[src/rtl/mips_boot_ctrl.sv]
`default_nettype none
// ============================================================================
// Module   : mips_boot_ctrl
// Brief    : Boot and self-check sequencer for the pipelined MIPS32 core.
//            Streams a program image and one operand word into memory,
//            releases the core until HALTED, then reads back one result word
//            and compares it against an expected value.
// Options  : BOOTCTL_TIMEOUT_EN - enables the run-phase watchdog (TIMEOUT)
// Revision : 1.0 - initial release
// ============================================================================
module mips_boot_ctrl #(
  parameter int ADDR_W     = 10,
  parameter int DATA_W     = 32,
  parameter int PROG_DEPTH = 16,
  parameter int TIMEOUT    = 1000
) (
  input  logic              clk1,
  input  logic              rst_n,
  input  logic              start,
  input  logic [ADDR_W-1:0] oper_addr,
  input  logic [DATA_W-1:0] oper_val,
  input  logic [ADDR_W-1:0] chk_addr,
  input  logic [DATA_W-1:0] exp_val,
  input  logic              ld_valid,
  output logic              ld_ready,
  input  logic [DATA_W-1:0] ld_data,
  input  logic              ld_last,
  output logic              mem_we,
  output logic              mem_re,
  output logic [ADDR_W-1:0] mem_addr,
  output logic [DATA_W-1:0] mem_wdata,
  input  logic [DATA_W-1:0] mem_rdata,
  output logic              cpu_run,
  input  logic              halted,
  output logic              done,
  output logic              pass,
  output logic              fail,
  output logic              timeout,
  output logic [31:0]       cycles
);

  localparam logic [2:0] c_st_idle  = 3'd0;
  localparam logic [2:0] c_st_load  = 3'd1;
  localparam logic [2:0] c_st_oper  = 3'd2;
  localparam logic [2:0] c_st_run   = 3'd3;
  localparam logic [2:0] c_st_read  = 3'd4;
  localparam logic [2:0] c_st_check = 3'd5;
  localparam logic [2:0] c_st_done  = 3'd6;

  // Index of the implicit final word when ld_last never arrives
  localparam logic [ADDR_W:0] c_last_idx = (ADDR_W+1)'(PROG_DEPTH - 1);
  // Watchdog fires on the RUN cycle that brings the count up to TIMEOUT
  localparam logic [31:0]     c_tmo_lim  = 32'(TIMEOUT - 1);

`ifdef BOOTCTL_TIMEOUT_EN
  localparam logic c_tmo_en = 1'b1;
`else
  localparam logic c_tmo_en = 1'b0;
`endif

  logic [2:0]        r_state, w_state_nxt;
  logic [ADDR_W-1:0] r_oper_addr, r_chk_addr;
  logic [DATA_W-1:0] r_oper_val, r_exp_val;
  logic [ADDR_W:0]   r_ld_cnt;
  logic [31:0]       r_cycles;
  logic              r_pass, r_fail, r_timeout;
  logic              r_mem_we, r_mem_re;
  logic [ADDR_W-1:0] r_mem_addr;
  logic [DATA_W-1:0] r_mem_wdata;
  logic              w_mem_we_nxt, w_mem_re_nxt;
  logic [ADDR_W-1:0] w_mem_addr_nxt;
  logic [DATA_W-1:0] w_mem_wdata_nxt;

  logic w_start_ok, w_hs, w_ld_end, w_tmo_hit, w_run_halt, w_run_tmo;

  assign w_start_ok = start && ((r_state == c_st_idle) || (r_state == c_st_done));
  assign w_hs       = ld_valid && (r_state == c_st_load);
  assign w_ld_end   = w_hs && (ld_last || (r_ld_cnt == c_last_idx));
  assign w_tmo_hit  = c_tmo_en && (r_cycles >= c_tmo_lim);
  // A zero cycle count marks the first RUN cycle, where HALTED is still stale
  assign w_run_halt = (r_state == c_st_run) && (r_cycles != 32'd0) && halted;
  assign w_run_tmo  = (r_state == c_st_run) && !w_run_halt && w_tmo_hit;

  // State register
  always_ff @(posedge clk1) begin
    if (!rst_n) r_state <= c_st_idle;
    else        r_state <= w_state_nxt;
  end

  // Next-state decode
  always_comb begin
    w_state_nxt = r_state;
    case (r_state)
      c_st_idle:  if (start) w_state_nxt = c_st_load;
      c_st_load:  if (w_ld_end) w_state_nxt = c_st_oper;
      c_st_oper:  w_state_nxt = c_st_run;
      c_st_run: begin
        if (w_run_halt)     w_state_nxt = c_st_read;
        else if (w_run_tmo) w_state_nxt = c_st_done;
      end
      c_st_read:  w_state_nxt = c_st_check;
      c_st_check: w_state_nxt = c_st_done;
      c_st_done:  if (start) w_state_nxt = c_st_load;
      default:    w_state_nxt = c_st_idle;
    endcase
  end

  // Output decode: state-level handshakes plus next values of the memory port
  always_comb begin
    ld_ready        = (r_state == c_st_load);
    cpu_run         = (r_state == c_st_run);
    done            = (r_state == c_st_done);
    w_mem_we_nxt    = 1'b0;
    w_mem_re_nxt    = 1'b0;
    w_mem_addr_nxt  = r_mem_addr;
    w_mem_wdata_nxt = r_mem_wdata;
    if (w_hs) begin
      w_mem_we_nxt    = 1'b1;
      w_mem_addr_nxt  = r_ld_cnt[ADDR_W-1:0];
      w_mem_wdata_nxt = ld_data;
    end else if (r_state == c_st_oper) begin
      w_mem_we_nxt    = 1'b1;
      w_mem_addr_nxt  = r_oper_addr;
      w_mem_wdata_nxt = r_oper_val;
    end else if (w_run_halt) begin
      w_mem_re_nxt    = 1'b1;
      w_mem_addr_nxt  = r_chk_addr;
    end
  end

  // Datapath: latched job, load counter, run counter, verdict and memory port
  always_ff @(posedge clk1) begin
    if (!rst_n) begin
      r_oper_addr <= '0;
      r_oper_val  <= '0;
      r_chk_addr  <= '0;
      r_exp_val   <= '0;
      r_ld_cnt    <= '0;
      r_cycles    <= '0;
      r_pass      <= 1'b0;
      r_fail      <= 1'b0;
      r_timeout   <= 1'b0;
      r_mem_we    <= 1'b0;
      r_mem_re    <= 1'b0;
      r_mem_addr  <= '0;
      r_mem_wdata <= '0;
    end else begin
      r_mem_we    <= w_mem_we_nxt;
      r_mem_re    <= w_mem_re_nxt;
      r_mem_addr  <= w_mem_addr_nxt;
      r_mem_wdata <= w_mem_wdata_nxt;
      if (w_start_ok) begin
        r_oper_addr <= oper_addr;
        r_oper_val  <= oper_val;
        r_chk_addr  <= chk_addr;
        r_exp_val   <= exp_val;
        r_ld_cnt    <= '0;
        r_cycles    <= '0;
        r_pass      <= 1'b0;
        r_fail      <= 1'b0;
        r_timeout   <= 1'b0;
      end
      if (w_hs) r_ld_cnt <= r_ld_cnt + (ADDR_W+1)'(1);
      if ((r_state == c_st_run) && (r_cycles != 32'hFFFF_FFFF))
        r_cycles <= r_cycles + 32'd1;
      if (r_state == c_st_check) begin
        r_pass <= (mem_rdata == r_exp_val);
        r_fail <= (mem_rdata != r_exp_val);
      end
      if (w_run_tmo) begin
        r_timeout <= 1'b1;
        r_fail    <= 1'b1;
        r_pass    <= 1'b0;
      end
    end
  end

  assign mem_we    = r_mem_we;
  assign mem_re    = r_mem_re;
  assign mem_addr  = r_mem_addr;
  assign mem_wdata = r_mem_wdata;
  assign pass      = r_pass;
  assign fail      = r_fail;
  assign timeout   = r_timeout;
  assign cycles    = r_cycles;

endmodule
`default_nettype wire

[config.mk]
export PLATFORM = sky130hd
export DESIGN_NAME = mips_boot_ctrl
export DESIGN_NICKNAME = d
export VERILOG_FILES = /design/src/rtl/mips_boot_ctrl.sv
export SDC_FILE = /design/constraint.sdc
export NUM_CORES = 1
export LEC_CHECK = 0
export BUFFER_PORTS_ARGS = -buffer_cell sky130_fd_sc_hd__buf_2
export CORE_ASPECT_RATIO = 0.6
export CORE_UTILIZATION = 32
export DETAILED_ROUTE_END_ITERATION = 6
export GPL_ROUTABILITY_DRIVEN = 0
export RECOVER_POWER = 100
export REMOVE_ABC_BUFFERS = 1
export SLEW_MARGIN = 20
export SYNTH_ARGS = -nofsm -noshare
export SYNTH_HDL_FRONTEND = slang
export SYNTH_SLANG_ARGS = --single-unit
[constraint.sdc]
create_clock -name clk1 -period 3 [get_ports clk1]
set_clock_uncertainty 0.05 [all_clocks]
set_input_delay 0.45 -clock clk1 [delete_from_list [all_inputs] [get_ports clk1]]
set_output_delay 0.45 -clock clk1 [all_outputs]
set_load 0.005 [all_outputs]
==> results of run 1 <==
==> cells by family (layout without fill, tap and decap cells) <==
logic type	Yosys count	count (layout)	share of synthesized area, %
xor gates and xnor gates	39	39	4.22
AOI/OAI and AO/OA	230	230	18.1
adders and majority gates	3	3	0.463
muxes	43	43	5.31
buffers and inverters	87	292	5.08
and+or+nand+nor	389	389	23.3
other	1	2	0.0463
DFF	176	176	43.5
==> worst max-delay path by stage <==
stage / startpoint / to / slack (ns)
2_1_floorplan: r_state[1] / mem_addr[0] / -4.40
3_3_place_gp: cycles[1] / cycles[23] / 0.72
3_5_place_dp: cycles[1] / cycles[23] / 0.63
4_1_cts: cycles[1] / cycles[23] / 0.62
5_1_grt: r_state[1] / r_ld_cnt[10] / 0.21
6_report: r_state[1] / r_ld_cnt[10] / 0.34
==> layout make-up <==
type,count,share of cell area (%)
tap,322,4.05
antenna,1,0.0251
clock inverter,8,0.792
inverter,14,0.553
timing repair buffer,247,12.4
clock buffer,23,4.90
sequential,176,35.4
multi-input combinational,705,41.9
==> worst max-delay path: stages (launching register included) <==
cell and delay (ns):
dfxtp_1 0.56, xor2_1 0.17, or3b_2 0.50, clkbuf_4 0.65, and3_1 0.43, o21a_1 0.18
==> metrics by stage <==
stage          hold WS, ns  worst slack, ns  area (µm²)  cells  utilization (%)
3_5_place_dp         0.396            0.633        9500   1464             38.8
2_1_floorplan        0.386            -4.40        7740    895                -
3_3_place_gp         0.392            0.715        9500   1464             38.8
5_1_grt              0.177            0.211        9950   1495             40.6
6_report             0.188            0.340        9960   1496             40.6
4_1_cts              0.155            0.619       10100   1495             41.1
==> cells in the mapped netlist (4+ instances only) <==
cell | number | area share (%)
a22o_1 | 5 | 0.54
a21oi_1 | 107 | 6.6
a31oi_1 | 25 | 1.9
buf_6 | 4 | 0.56
o21ai_0 | 8 | 0.49
nor4_1 | 23 | 1.8
nor3_1 | 5 | 0.31
clkbuf_1 | 41 | 1.9
nand3_1 | 25 | 1.5
nand2_1 | 195 | 9.0
o31a_1 | 4 | 0.43
buf_2 | 17 | 1.1
nor2_1 | 62 | 2.9
dfxtp_1 | 176 | 43
o211ai_1 | 8 | 0.74
xor2_1 | 35 | 3.8
inv_1 | 12 | 0.56
a221o_1 | 12 | 1.5
nand4_1 | 20 | 1.5
and3_1 | 8 | 0.62
or3_1 | 11 | 0.85
or4_1 | 4 | 0.37
and4_1 | 10 | 1.1
mux2i_1 | 43 | 5.3
buf_4 | 9 | 0.83
xnor2_1 | 4 | 0.43
a211oi_1 | 35 | 3.2
==> report_power, final <==
part           total, mW  internal [mW]  switching (mW)
combinational      0.842          0.340           0.502
sequential          2.60           2.50           0.105
clock               2.18           1.23           0.947
total               5.62           4.07            1.55
==> flip-flops by register name, indices dropped and copies added, names as in the netlist <==
signal	cells
cycles	32
mem_wdata	32
r_exp_val	32
r_oper_val	32
r_ld_cnt	11
mem_addr	10
r_chk_addr	10
r_oper_addr	10
r_state	3
fail	1
mem_re	1
mem_we	1
pass	1
==> metal layers <==
metal | vias up | track usage [%] | share of wire [%]
li1 | 3861 | - | -
met1 | 3589 | 26.2 | 50
met2 | 258 | 26.2 | 41
met3 | 26 | 6.05 | 7.5
met4 | 2 | 6.37 | 1.6
met5 | - | 0 | 0.055
==> results by group, run 1 <==
Clocking
  – Max clock buf depth: 2
  – CTS Buf Count: 17
  – Post-CTS Resized: 0
  – Clock root cell: clkbuf_16
  – Postcts setup bufs: 0
  – CTS tree: yes
  – CTS Hold Bufs: 0
  – Clock sink count: 176
  – Worst-path clk slew: 0.07 ns
  – Clk Latency, worst-skew pair: 0.45 ns
  – H-Tree Depth: 4

Power
  – Cell Pwr Density: 565 nW/µm²
  – IR Drop Worst-Case VDD: 0.435 mV
  – Static Leak: 3.99 nW
  – Pwr Total: 5.62 mW

Yosys
  – Synthesized flop and latch total: 176
  – Yosys warning total: 0
  – Mapped Cells: 968
  – Register area share after synthesis: 43.5%
  – Top_reg_cell synth: dfxtp_1
  – Post-synth EDFFs: 0
  – Syn avg cell area: 8.37 µm²
  – Synth unique cells: 64
  – Fraction of registers with async set/reset: 0%
  – Synthesized area: 8100 µm²

Floorplan
  – Overall die width: 207 µm
  – Top Ports: 236
  – Row count: 44
  – Initial Util: 33.1%
  – Core box area: 24500 µm²
  – Die height: 125 µm
  – DIE AREA: 26000 µm²

Detailed routing
  – DR vias: 7736
  – DRC viols: 0
  – 1st-iter DRT viols: 437
  – Total wire length: 23700 µm
  – WL/cell: 15.9 µm
  – Drt first pass iters: 4
  – Remaining antenna violation count after routing: 0
  – Via density: 5.17

Status
  – Status: completed

Setup path
  – Crit path launch type: flop
  – Worst Path Max Fanout: 91
  – Flop2flop setup slack: 0.34 ns
  – Kind of critical path: flop to flop
  – Worst R2R Path Depth: 5
  – Worst r2r src: r_state[1]
  – Critical Path AT: 2.95 ns
  – Critical Path RT: 3.29 ns
  – Worst flop-to-flop path endpoint: r_ld_cnt[10]
  – Setup crit end kind: flop

Global route
  – First-pass GRT wire length: 38300 µm
  – Initial antenna violation count: 2
  – Largest net degree at the start of global routing: 108
  – Grt total ovfl: 0
  – Number of global-route vias before repair: 7219
  – GRT Overall Usage: 18.6%

Placed design
  – Post-DP HPWL: 16300 µm
  – # port buffers: 234

Cells and area
  – Multi-input gate area: 4170 µm²
  – Layout overhead on the synthesized area: 22.9%
  – Fillers: 2555
  – Reg area: 3520 µm²
  – Most frequent cells in the layout: buf_2, nand2_1, dfxtp_1
  – Nets: 1318
  – Layout cell share with drive strength beyond 1: 21.7%
  – Commonest non-fill, non-tap cell in the layout: buf_2

Timing
  – Total negative slack: 0 ns
  – Least-Margin Pin Slew: 1.14 ns
  – Fmax: 376 MHz
  – Final setup violation count: 0
  – Fin crit period: 2.66 ns
  – Number of hold violations in the final report: 0
  – RSZ-0062 raised after global routing: false
  – Final worst path period share: 88.7%
  – Worst slew margin: 24.1%
  – Final Slew Violations: 0

Min path
  – Worst Hold Class: input pin to flop
  – Hold Crit Start: oper_val[10]
  – Worst hold path endpoint: r_oper_val[10]
  – Hold Path Depth: 3

Flow run
  – Maxcap violations: 0
Note: power is estimated with default switching activity, not from simulation.
==> run 2, diff against run 1 <==
Clock period 3 ns to 2.7 ns, I/O delays scaled along.
==> run 2 against run 1 <==
  * Sequential share of layout area shrank 0.27 points
  * Power increased by 13%
  * Sequential power grew 11%
  * Clock power is 17% higher
  * Critical path depth increased by 1
  * Routed wire length about the same
  * First-iteration DRC count rose by 1.4%
  * Core utilization up 0.31 points
  * Worst setup slack improved by 0.020 ns
  * Global-route usage fell by 0.088 points
  * Combinational power grew 13%
  * Final area rose by 0.77%
  * Critical path type unchanged
==> results by group, run 2 (synthesized netlist as in run 1, its figures left out) <==
Clocking
  – H-Tree Depth: 4
  – Worst-path clk slew: 0.07 ns
  – Clock root cell: clkbuf_16
  – Clk Latency, worst-skew pair: 0.45 ns
  – Max clock buf depth: 2
  – Postcts setup bufs: 0
  – CTS Buf Count: 17
  – Post-CTS Resized: 0
  – Clock sink count: 176
  – CTS Hold Bufs: 0
  – CTS tree: yes

Power
  – IR Drop Worst-Case VDD: 0.463 mV
  – Reg power frac: 45.3%
  – Part of the power in the clock network: 39.8%
  – Gate power share: 15.0%
  – Sw frac: 27.8%
  – Internal power: 4.61 mW
  – Pwr Total: 6.38 mW
  – Cell Pwr Density: 636 nW/µm²
  – Static Leak: 4.00 nW
  – Switch Pwr: 1.77 mW

Cells and area
  – Layout overhead on the synthesized area: 23.8%
  – Nets: 1324
  – Layout cell share with drive strength beyond 1: 21.3%
  – Fin util: 41.0%
  – Fillers: 2558
  – Commonest non-fill, non-tap cell in the layout: nand2_1
  – Most frequent cells in the layout: nand2_1, buf_2, dfxtp_1

Global route
  – Number of global-route vias before repair: 7300
  – Initial antenna violation count: 2
  – Grt total ovfl: 0
  – First-pass GRT wire length: 38400 µm
  – GRT Overall Usage: 18.5%
  – Largest net degree at the start of global routing: 144

Floorplan
  – Initial Util: 33.1%
  – Top Ports: 236
  – DIE AREA: 26000 µm²
  – Row count: 44
  – Die height: 125 µm
  – Overall die width: 207 µm
  – Core box area: 24500 µm²

Timing
  – Final Slew Violations: 0
  – Final worst path period share: 86.7%
  – Least-Margin Pin Slew: 0.933 ns
  – Fin crit period: 2.34 ns
  – Number of hold violations in the final report: 0
  – Fmax: 427 MHz
  – Final setup violation count: 0
  – Worst slew margin: 37.8%
  – RSZ-0062 raised after global routing: false

Setup path
  – Critical Path RT: 2.98 ns
  – Worst Path Max Fanout: 15
  – Setup crit end kind: flop
  – Crit path launch type: flop
  – Critical Path AT: 2.62 ns
  – Kind of critical path: flop to flop

Placed design
  – # port buffers: 234
  – Post-DP HPWL: 16000 µm

Detailed routing
  – DR vias: 7806
  – DRC viols: 0
  – Drt first pass iters: 5
  – 1st-iter DRT viols: 443
  – Remaining antenna violation count after routing: 0
  – Total wire length: 23800 µm
  – WL/cell: 15.8 µm
  – Via density: 5.19

Flow run
  – Maxcap violations: 0

Status
  – Status: completed

Min path
  – Worst Hold Class: input pin to flop
==> run 2: cell count changes in the layout (fill, tap and decap cells not counted), sizes merged <==
| cell | delta |
|---|---|
| clkbuf | +4 |
| diode | +2 |
| buf | -1 |
| bufinv | +1 |
| clkinv | +1 |
| clkinvlp | +1 |
==> run 2: stage by stage <==
stage / area, µm² / setup TNS (ns) / cells / hold slack, ns / setup slack [ns]
6_report: 10000 / 0 / 1504 / 0.144 / 0.360
5_1_grt: 10000 / 0 / 1501 / 0.132 / 0.201
4_1_cts: 10200 / 0 / 1501 / 0.120 / 0.480
3_5_place_dp: 9550 / 0 / 1470 / 0.397 / 0.492
3_3_place_gp: 9550 / 0 / 1470 / 0.392 / 0.542
2_1_floorplan: 7740 / -448.77 / 895 / 0.386 / -4.70
==> run 2: layer usage <==
metal	up-vias	share of wire (%)	track usage (%)
met1	3645	49	26.0
met5	-	0.055	0
met2	267	42	26.6
li1	3859	-	-
met3	33	6.9	4.97
met4	2	2.2	7.24
==> run 2: worst max-delay path, cell delays in order (launching register included) <==
cell	delay [ns]
dfxtp_1	0.49
and4_1	0.37
and3_1	0.29
nand4_4	0.27
clkbuf_1	0.40
a41oi_1	0.30
a31oi_1	0.05
==> run 2: area by class of cell <==
cell class / instances / area (µm²) / area share, %
diodes: 3 / 7.51 / 0.0748
clock inverters: 11 / 131 / 1.31
flip-flops and latches: 176 / 3520 / 35.1
well taps: 322 / 403 / 4.02
inverters: 14 / 55.1 / 0.549
multi-input cells: 705 / 4160 / 41.5
clock buffers: 20 / 467 / 4.65
repair buffers: 253 / 1290 / 12.8
==> run 2: power by group through the flow <==
stage | registers (mW) | clock network, mW | logic (mW)
after floorplan | 2.93 | 0 | 0.598
after global placement | 2.94 | 0 | 0.975
after detailed placement | 2.95 | 0 | 0.986
after CTS | 2.89 | 2.60 | 0.990
after global routing | 2.91 | 2.72 | 1.07
final | 2.89 | 2.54 | 0.954
==> run 2: worst paths after layout <==
| check | start | end | slack (ns) | cells past startpoint |
|---|---|---|---|---|
| max | cycles[19] | cycles[29] | 0.36 | 6 |
| min reg2reg | r_chk_addr[1] | r_chk_addr[1] | 0.40 | 2 |
| max reg2reg | cycles[19] | cycles[29] | 0.36 | 6 |
| min | oper_val[30] | r_oper_val[30] | 0.14 | 3 |
